File: src/rtl/uart_pkg.sv
// uart_pkg: parity-mode constants and transmitter FSM encoding shared by the UART TX files.
package uart_pkg;
   localparam int PAR_NONE = 0;
   localparam int PAR_EVEN = 1;
   localparam int PAR_ODD  = 2;
   typedef enum logic [2:0] {ST_IDLE, ST_START, ST_DATA, ST_PAR, ST_STOP} state_t;
endpackage

File: src/rtl/uart_tx_fifo.sv
// uart_tx_fifo: power-of-two FIFO; pointers wrap naturally at DEPTH.
module uart_tx_fifo #(
   parameter int WIDTH = 8,
   parameter int DEPTH = 4
) (
   input  logic                     clk,
   input  logic                     reset,
   input  logic                     push,
   input  logic                     pop,
   input  logic [WIDTH-1:0]         wr_data,
   output logic [WIDTH-1:0]         rd_data,
   output logic                     full,
   output logic                     empty,
   output logic [$clog2(DEPTH):0]   level
);
   localparam int AW = $clog2(DEPTH);
   logic [WIDTH-1:0] mem [DEPTH];
   logic [AW-1:0] wr_ptr, rd_ptr;
   logic do_push, do_pop;
   assign full = level == (AW+1)'(DEPTH);
   assign empty = level == '0;
   assign do_push = push && !full;
   assign do_pop = pop && !empty;
   assign rd_data = mem[rd_ptr];
   always_ff @(posedge clk) begin
      if (reset) begin
         wr_ptr <= '0;
         rd_ptr <= '0;
         level <= '0;
      end else begin
         if (do_push) wr_ptr <= wr_ptr + 1'b1;
         if (do_pop) rd_ptr <= rd_ptr + 1'b1;
         level <= level + (AW+1)'(do_push) - (AW+1)'(do_pop);
      end
   end
   always_ff @(posedge clk)
      if (do_push) mem[wr_ptr] <= wr_data;
endmodule

File: src/rtl/uart_tx_param.sv
// uart_tx_param: parameterised UART transmitter fed by a small FIFO.
// txd is registered; each bit is timed by a down-counter reloaded with CLK_DIV-1.
module uart_tx_param
   import uart_pkg::*;
#(
   parameter int DATA_W     = 8,
   parameter int CLK_DIV    = 16,
   parameter int PARITY     = 0,
   parameter int STOP_BITS  = 1,
   parameter int FIFO_DEPTH = 4
) (
   input  logic                          clk,
   input  logic                          reset,
   input  logic                          s_valid,
   input  logic [DATA_W-1:0]             s_data,
   output logic                          s_ready,
   output logic                          txd,
   output logic                          busy,
   output logic [$clog2(FIFO_DEPTH):0]   level
);
   localparam int CW = $clog2(CLK_DIV);
   localparam int BW = $clog2(DATA_W);
   localparam logic [CW-1:0] CNT_LOAD = CW'(CLK_DIV - 1);
   localparam logic [BW-1:0] LAST_DATA = BW'(DATA_W - 1);
   localparam logic [BW-1:0] LAST_STOP = BW'(STOP_BITS - 1);
   localparam bit HAS_PAR = PARITY != PAR_NONE;
   state_t state, state_n;
   logic [CW-1:0] cnt, cnt_n;
   logic [BW-1:0] bit_cnt, bit_n;
   logic [DATA_W-1:0] shreg, shreg_n, rd_data;
   logic par_bit, par_n, txd_n, pop, push, full, empty, tick;
   assign push = s_valid && s_ready;
   assign s_ready = !reset && !full;
   assign busy = !reset && (state != ST_IDLE || !empty);
   assign tick = cnt == '0;
   uart_tx_fifo #(.WIDTH(DATA_W), .DEPTH(FIFO_DEPTH)) fifo (
      .clk(clk), .reset(reset), .push(push), .pop(pop), .wr_data(s_data),
      .rd_data(rd_data), .full(full), .empty(empty), .level(level)
   );
   // txd_n is the line value for the cycle after this edge, so txd changes exactly with state
   always_comb begin
      state_n = state;
      txd_n = txd;
      shreg_n = shreg;
      par_n = par_bit;
      bit_n = bit_cnt;
      pop = 1'b0;
      cnt_n = tick ? cnt : cnt - 1'b1;
      case (state)
         ST_IDLE: if (!empty) begin
            pop = 1'b1;
            state_n = ST_START;
         end
         ST_START: if (tick) begin
            state_n = ST_DATA;
            txd_n = shreg[0];
         end
         ST_DATA: if (tick) begin
            if (bit_cnt == LAST_DATA) begin
               state_n = HAS_PAR ? ST_PAR : ST_STOP;
               txd_n = HAS_PAR ? par_bit : 1'b1;
               bit_n = '0;
            end else begin
               bit_n = bit_cnt + 1'b1;
               shreg_n = shreg >> 1;
               txd_n = shreg[1];
            end
         end
         ST_PAR: if (tick) begin
            state_n = ST_STOP;
            txd_n = 1'b1;
         end
         ST_STOP: if (tick) begin
            if (bit_cnt == LAST_STOP) begin
               bit_n = '0;
               pop = !empty;
               state_n = empty ? ST_IDLE : ST_START;
            end else begin
               bit_n = bit_cnt + 1'b1;
            end
         end
         default: state_n = ST_IDLE;
      endcase
      if (pop) begin
         txd_n = 1'b0;
         shreg_n = rd_data;
         par_n = (^rd_data) ^ (PARITY == PAR_ODD);
      end
      if (state_n != ST_IDLE && (state_n != state || tick)) cnt_n = CNT_LOAD;
   end
   always_ff @(posedge clk) begin
      if (reset) begin
         state <= ST_IDLE;
         cnt <= '0;
         bit_cnt <= '0;
         shreg <= '0;
         par_bit <= 1'b0;
         txd <= 1'b1;
      end else begin
         state <= state_n;
         cnt <= cnt_n;
         bit_cnt <= bit_n;
         shreg <= shreg_n;
         par_bit <= par_n;
         txd <= txd_n;
      end
   end
endmodule

File: config.mk
export PLATFORM = sky130hd
export DESIGN_NAME = uart_tx_param
export DESIGN_NICKNAME = d
export VERILOG_FILES = /design/src/rtl/uart_pkg.sv /design/src/rtl/uart_tx_fifo.sv /design/src/rtl/uart_tx_param.sv
export SDC_FILE = /design/constraint.sdc
export NUM_CORES = 1
export LEC_CHECK = 0
export CORE_ASPECT_RATIO = 1.25
export CORE_MARGIN = 1.5
export CORE_UTILIZATION = 50
export CTS_CLUSTER_DIAMETER = 150
export DETAILED_ROUTE_END_ITERATION = 6
export HOLD_SLACK_MARGIN = 0.1
export PLACE_DENSITY = 0.78
export SLEW_MARGIN = 15
export SYNTH_ARGS = -nofsm -noshare
export SYNTH_HDL_FRONTEND = slang
export SYNTH_SLANG_ARGS = --single-unit
export TNS_END_PERCENT = 100
File: constraint.sdc
create_clock -name clk -period 4 [get_ports clk]
set_input_delay 0.8 -clock clk [delete_from_list [all_inputs] [get_ports clk]]
set_output_delay 0.8 -clock clk [all_outputs]
set_load 0.02 [all_outputs]
==> summary.md, run 1 <==
| Metric | Value |
|---|---|
| CTS tree | `done` |
| Most frequent cell after synthesis | `edfxtp_1` |
| Routed WL | `4555 um` |
| Core Util, Final | `59.83%` |
| Post-CTS Resized | `0` |
| Yosys top cell area share | `36.64%` |
| Worst Clk Skew | `0.004144 ns` |
| DRT Pass-1 Iters | `4` |
| Count of final setup violators | `0` |
| Synthesized flop and latch total | `60` |
| Placement Cell Area | `2816 um2` |
| Max Cap Viol | `0` |
| Number of top-level pins | `17` |
| CP required | `4.22 ns` |
| Routability cong. | `0.7919` |
| Post-synth EDFFs | `32` |
| Area growth, synth to finish | `15.89%` |
| Hold_buf cts | `0` |
| Number of synthesis warnings | `0` |
| Synthesized area per cell | `12.49 um2` |
| Peak VDD IR | `0.5669 mV` |
| Syn Inst Count | `210` |
| Worst-Skew Late Latency | `0.34 ns` |
| Design Area, Final | `3039 um2` |
| Pleak | `0.001050 uW` |
| Relative slew slack | `62.27%` |
| Htree depth | `3` |
| Die height | `83.97 um` |
| Mux cell area share after synthesis | `7.634%` |
| CTS max path bufs | `2` |
| Clk root buf | `clkbuf_8` |
| Synth Area in Simple Gates | `9.971%` |
| Fmax | `314.8 MHz` |
| Worst-path clk slew | `0.07 ns` |
| Largest family of logic cells by synthesized area | `compound AO/OA/AOI/OAI gates` |
| Via density | `5.614` |
| Worst EP arrival | `3.40 ns` |
| Synth top cells by count | `edfxtp_1, dfxtp_1, a21oi_1, inv_1, ha_1` |
| CP startpoint kind | `flop` |
| First-pass GRT wire length | `7997 um` |
| Antenna-violating nets left | `0` |
| Final period utilization | `79.42%` |
| Post-synthesis adder-cell area fraction | `5.534%` |
| Num CTS Buffers | `9` |
| Via Count | `1645` |
| Worst-path fanout max | `10` |
| Critical Path Source | `cnt[0]` |
| FF-to-FF End | `fifo.level[2]` |
| Worst Setup EP | `fifo.level[2]` |
| Post-synthesis sequential area ratio | `58.02%` |
| Post-CTS setup buffer count | `0` |
| Post-synth top area cell | `edfxtp_1` |
| Ranking of synthesized cells by area | `edfxtp_1, dfxtp_1, mux4_2` |
| Core ar. | `5080 um2` |
| PortBufs | `16` |
| Fin Setup TNS | `0 ns` |
| Clk sinks | `60` |
| Grt ovf | `0` |
| Post-synth ARST share | `0%` |
| Ant. Diodes | `0` |
| Largest net degree at the start of global routing | `24` |
| CP endpoint kind | `flop` |
| GRT Total Usage | `19.28%` |
| Hpwl dp | `2984 um` |
| Total Power | `2136 uW` |
| DRC violation count after routing | `0` |
| Post-Syn Nets | `232` |
| Initial Util | `51.63%` |
| Pwr Density | `702.7 nW/um2` |
| Min cycle time layout | `3.177 ns` |
| Post-Syn Area | `2623 um2` |
| Die width | `67.78 um` |
| R2R depth | `13` |
| Die area | `5691 um2` |
| Synth Flop Type | `edfxtp_1` |
| Layout cells sized above 1 | `13.42%` |
| Yosys cell types | `44` |
| WS Path Type | `reg2reg` |
| Worst R2R Start | `cnt[0]` |
| Outcome | `complete, no violations` |
| Final Hold Violating Endpoints | `0` |
| Core Rows | `29` |
| Hold WC Path Type | `reg2reg` |
| Actual slew at the worst max-slew pin | `0.5616 ns` |
| R2R Setup Slk | `0.82 ns` |
| DRT iter0 DRCs | `100` |
| Synth Area in Compound Gates | `12.93%` |
| RSZ-0062 raised after global routing | `false` |
| WL/cell | `15.55 um` |
| Synth Area in XOR/XNOR | `1.670%` |
| Final #Nets | `248` |
| Fin. max-slew vios | `0` |
| Via count of the first global-routing pass | `1659` |
| Initial antenna violation count | `0` |
critical path, stage by stage (launching register included):
cell     delay (ns)
dfxtp_1        0.31
inv_1          0.09
ha_1           0.23
or3b_1         0.52
o21ai_1        0.45
nand2_1        0.22
inv_1          0.12
ha_1           0.13
inv_1          0.04
ha_1           0.18
fa_1           0.37
xnor2_1        0.20
xnor2_1        0.15
nor2_1         0.05
through the flow:
stage                     hold WS, ns  std cells  setup WS (ns)
after global placement         0.4743        277          1.018
after detailed placement       0.4861        277         0.8877
after global routing           0.5109        293         0.5574
after floorplan                0.4546        210          1.215
after CTS                      0.4989        293         0.8207
final                          0.4924        293         0.8231
cells in the final DEF (no fill, tap or decap), drive strengths merged, types with 5 or more instances in the layout:
master	count
edfxtp	32
dfxtp	28
clkdlybuf4s50	16
a21oi	16
inv	15
ha	10
nor2	9
nand2	9
clkbuf	9
mux4	8
o21ai	6
nor3	5
o211ai	5
xnor2	5
and2	5
layer usage:
metal  track usage [%]  up-vias  share of wire (%)
li1                  -      814                  -
met1             24.40      801                 45
met2             30.57       24                 51
met3             4.858        6                2.7
met4             8.909        0                1.6
met5                 0        -                  0
worst min path at each step:
stage,from,to,slack (ns),cells past startpoint
after floorplan,fifo.rd_ptr[1],flop,0.45,2
after global placement,shreg[5],shreg[5],0.47,2
after detailed placement,fifo.rd_ptr[1],flop,0.49,2
after CTS,shreg[5],shreg[5],0.50,2
after global routing,shreg[5],shreg[5],0.51,2
final,shreg[5],shreg[5],0.49,2
registers in the layout, indices dropped and copies added, names as in the netlist, named ones only:
register,count
fifo.mem,32
state,3
fifo.level,3
txd,1
fifo.rd_ptr,2
shreg,8
cnt,4
fifo.wr_ptr,2
bit_cnt,3
power by group:
part | total [uW] | internal (uW) | switching (uW) | leakage [uW]
logic | 658 | 311 | 347 | 0.000431
registers | 868 | 762 | 106 | 0.000521
clock network | 610 | 352 | 258 | 0.0000981
total | 2140 | 1430 | 710 | 0.00105
layout make-up:
| class | count | area [um2] |
|---|---|---|
| clock buffer | 9 | 123.9 |
| tap | 62 | 77.57 |
| timing repair buffer | 18 | 175.2 |
| sequential | 60 | 1521 |
| fill | 403 | 2041 |
| clock inverter | 7 | 98.84 |
| inverter | 14 | 52.55 |
| multi-input combinational | 123 | 989.7 |
logic make-up (layout without fill, tap and decap cells):
family | Yosys count | in the layout
buffers and inverters | 27 | 48
and+or+nand+nor | 48 | 48
DFF | 60 | 60
AOI/OAI and AO/OA | 49 | 49
muxes | 10 | 10
adders and majority gates | 11 | 11
xor gates and xnor gates | 5 | 5
No activity file was read; power rests on OpenSTA's default activity.
==> run 2, diff against run 1 <==
==> constraint.sdc (replaced) <==
create_clock -name clk -period 2.94 [get_ports clk]
set_input_delay 0.588 -clock clk [delete_from_list [all_inputs] [get_ports clk]]
set_output_delay 0.588 -clock clk [all_outputs]
set_load 0.02 [all_outputs]
==> run 2 against run 1 <==
Against the previous run: cell count is 1.7% higher; sequential power is 36% higher; total power is 32% higher; global-route usage is 0.37 points lower; critical path type unchanged.
==> summary.md, run 2 (synthesis gave the netlist of run 1 again) <==
| Metric | Value |
|---|---|
| Critical Path Source | `cnt[0]` |
| Pleak | `0.001068 uW (+1.7%)` |
| WL/cell | `15.37 um (-1.1%)` |
| Peak VDD IR | `0.5401 mV (-4.7%)` |
| Post-CTS Resized | `0 (unchanged)` |
| Worst-path fanout max | `6 (-4)` |
| Final Hold Violating Endpoints | `0 (unchanged)` |
| Crit path max-delay family | `adder cells` |
| DRC violation count after routing | `0 (unchanged)` |
| CP startpoint kind | `flop` |
| Die width | `67.78 um (unchanged)` |
| Core Util, Final | `59.95% (+0.12 points)` |
| GRT Total Usage | `18.91% (-0.37 points)` |
| Die area | `5691 um2 (unchanged)` |
| Via Count | `1719 (+4.5%)` |
| Fin Hold WS | `0.4881 ns (-0.004317 ns)` |
| Die height | `83.97 um (unchanged)` |
| Antenna-violating nets left | `0 (unchanged)` |
| CP required | `3.16 ns (-1.06 ns)` |
| Fin. max-slew vios | `0 (unchanged)` |
| Relative slew slack | `61.10% (-1.2 points)` |
| Max Cap Viol | `0 (unchanged)` |
| Total Power | `2819 uW (+32%)` |
| Largest net degree at the start of global routing | `20 (-17%)` |
| WS Path Type | `reg2reg` |
| Post-CTS setup buffer count | `0 (unchanged)` |
| Initial antenna violation count | `0 (unchanged)` |
| Max reg flops | `32 (unchanged)` |
| Fin Setup TNS | `0 ns (unchanged)` |
| Worst-Skew Late Latency | `0.34 ns (about the same)` |
| Routed WL | `4580 um (+0.55%)` |
| Actual slew at the worst max-slew pin | `0.5790 ns (+0.01736 ns)` |
| Critical path depth in cells | `13 (unchanged)` |
| Core ar. | `5080 um2 (unchanged)` |
| Ant. Diodes | `0 (unchanged)` |
| DRT Pass-1 Iters | `4 (unchanged)` |
| Top flop regs | `fifo.mem x32, shreg x8, cnt x4` |
| Routability cong. | `0.8110 (+2.4%)` |
| Worst-path clk slew | `0.07 ns (about the same)` |
| Worst Setup EP | `fifo.level[2]` |
| Pwr Density | `925.5 nW/um2 (+32%)` |
| Hold_buf cts | `0 (unchanged)` |
| Number of top-level pins | `17 (unchanged)` |
| Hold WC Path Type | `reg2reg` |
| Area growth, synth to finish | `16.13%` |
| R2R Setup Slk | `0.29 ns (-0.53 ns)` |
| CTS max path bufs | `2 (unchanged)` |
| Layout cells sized above 1 | `14.83% (+1.4 points)` |
| Crit-path slowest cell | `or3b_1` |
| Worst EP arrival | `2.87 ns (-0.53 ns)` |
| DRT iter0 DRCs | `103 (+3.0%)` |
| RSZ-0062 raised after global routing | `false` |
| Largest Register | `fifo.mem` |
| Crit path cell chain | `inv_1 -> ha_1 -> or3b_1 -> o21ai_1 -> nand2_1 -> inv_1 -> ha_1 -> inv_1 -> ha_1 -> fa_1 -> xnor2_1 -> xnor2_1 -> nor2_1` |
| Layout Cells excl Fill | `298 (+1.7%)` |
| Via density | `5.768 (+2.7%)` |
| CP endpoint kind | `flop` |
| Dpl cells | `282 (+1.8%)` |
| Final #Nets | `253 (+2.0%)` |
| Core Rows | `29 (unchanged)` |
| Htree depth | `3 (unchanged)` |
| Slowest stage delay, CP | `0.39 ns (-0.13 ns)` |
| Grt ovf | `0 (unchanged)` |
| Count of final setup violators | `0 (unchanged)` |
| Worst R2R Start | `cnt[0]` |
| Hpwl dp | `3141 um (+5.3%)` |
| CTS tree | `done` |
| R2R depth | `13 (unchanged)` |
| Commonest non-fill, non-tap cell in the layout | `edfxtp_1` |
| Fmax | `377.8 MHz (+20%)` |
| FF-to-FF End | `fifo.level[2]` |
| First-pass GRT wire length | `7879 um (-1.5%)` |
| Clk root buf | `clkbuf_8` |
| Min cycle time layout | `2.647 ns (-0.5301 ns)` |
| Final period utilization | `90.03% (+11 points)` |
| Worst Clk Skew | `0.007052 ns (+0.002909 ns)` |
| WP buf/inv | `3 (unchanged)` |
| Clk sinks | `60 (unchanged)` |
| PortBufs | `16 (unchanged)` |
| Outcome | `complete, no violations` |
| Via count of the first global-routing pass | `1760 (+6.1%)` |
| Most frequent cells in the layout | `edfxtp_1, dfxtp_1, clkdlybuf4s50_1` |
| Initial Util | `51.63% (unchanged)` |
| Num CTS Buffers | `9 (unchanged)` |
[run 2: worst min-delay path, cell delays in order, from the launching register on]
cell and delay, ns:
dfxtp_1 0.31, o31ai_1 0.06, a21oi_1 0.07
[run 2: worst min-delay path by stage]
stage | start | endpoint | cells past startpoint
4_1_cts | shreg[4] | shreg[3] | 2
5_1_grt | shreg[6] | shreg[6] | 2
6_report | fifo.rd_ptr[1] | fifo.rd_ptr[1] | 2
3_3_place_gp | fifo.rd_ptr[1] | fifo.rd_ptr[1] | 2
2_1_floorplan | fifo.rd_ptr[1] | flop | 2
3_5_place_dp | fifo.rd_ptr[1] | fifo.rd_ptr[1] | 2
[run 2: layer usage]
metal  vias up  GRT usage, %  wire, um
met3        11         6.883       182
li1        824             -         -
met1       850         22.62      1953
met2        34         30.66      2367
met4         0         7.091        77
met5         -             0         0
[run 2: per-stage QoR]
stage	area (um2)	worst slack, ns
after global placement	2854	0.3517
after floorplan	2623	0.1548
after global routing	3045	0.03600
after CTS	3045	0.2688
after detailed placement	2854	0.2763
final	3045	0.2932
[run 2: where the power goes]
group	leakage, uW	internal [uW]	total (uW)	switching (uW)
clock	0.0000926	386	705	319
combinational	0.000455	457	933	475
sequential	0.000521	1040	1180	143
[run 2: layout make-up]
| type | instances | area (um2) |
|---|---|---|
| Tap cell | 62 | 77.57 |
| Inverter | 14 | 52.55 |
| Fill cell | 410 | 2034 |
| Timing Repair Buffer | 23 | 212.7 |
| Sequential cell | 60 | 1521 |
| Clock buffer | 9 | 123.9 |
| Multi-Input combinational cell | 123 | 989.7 |
| Clock inverter | 7 | 67.56 |
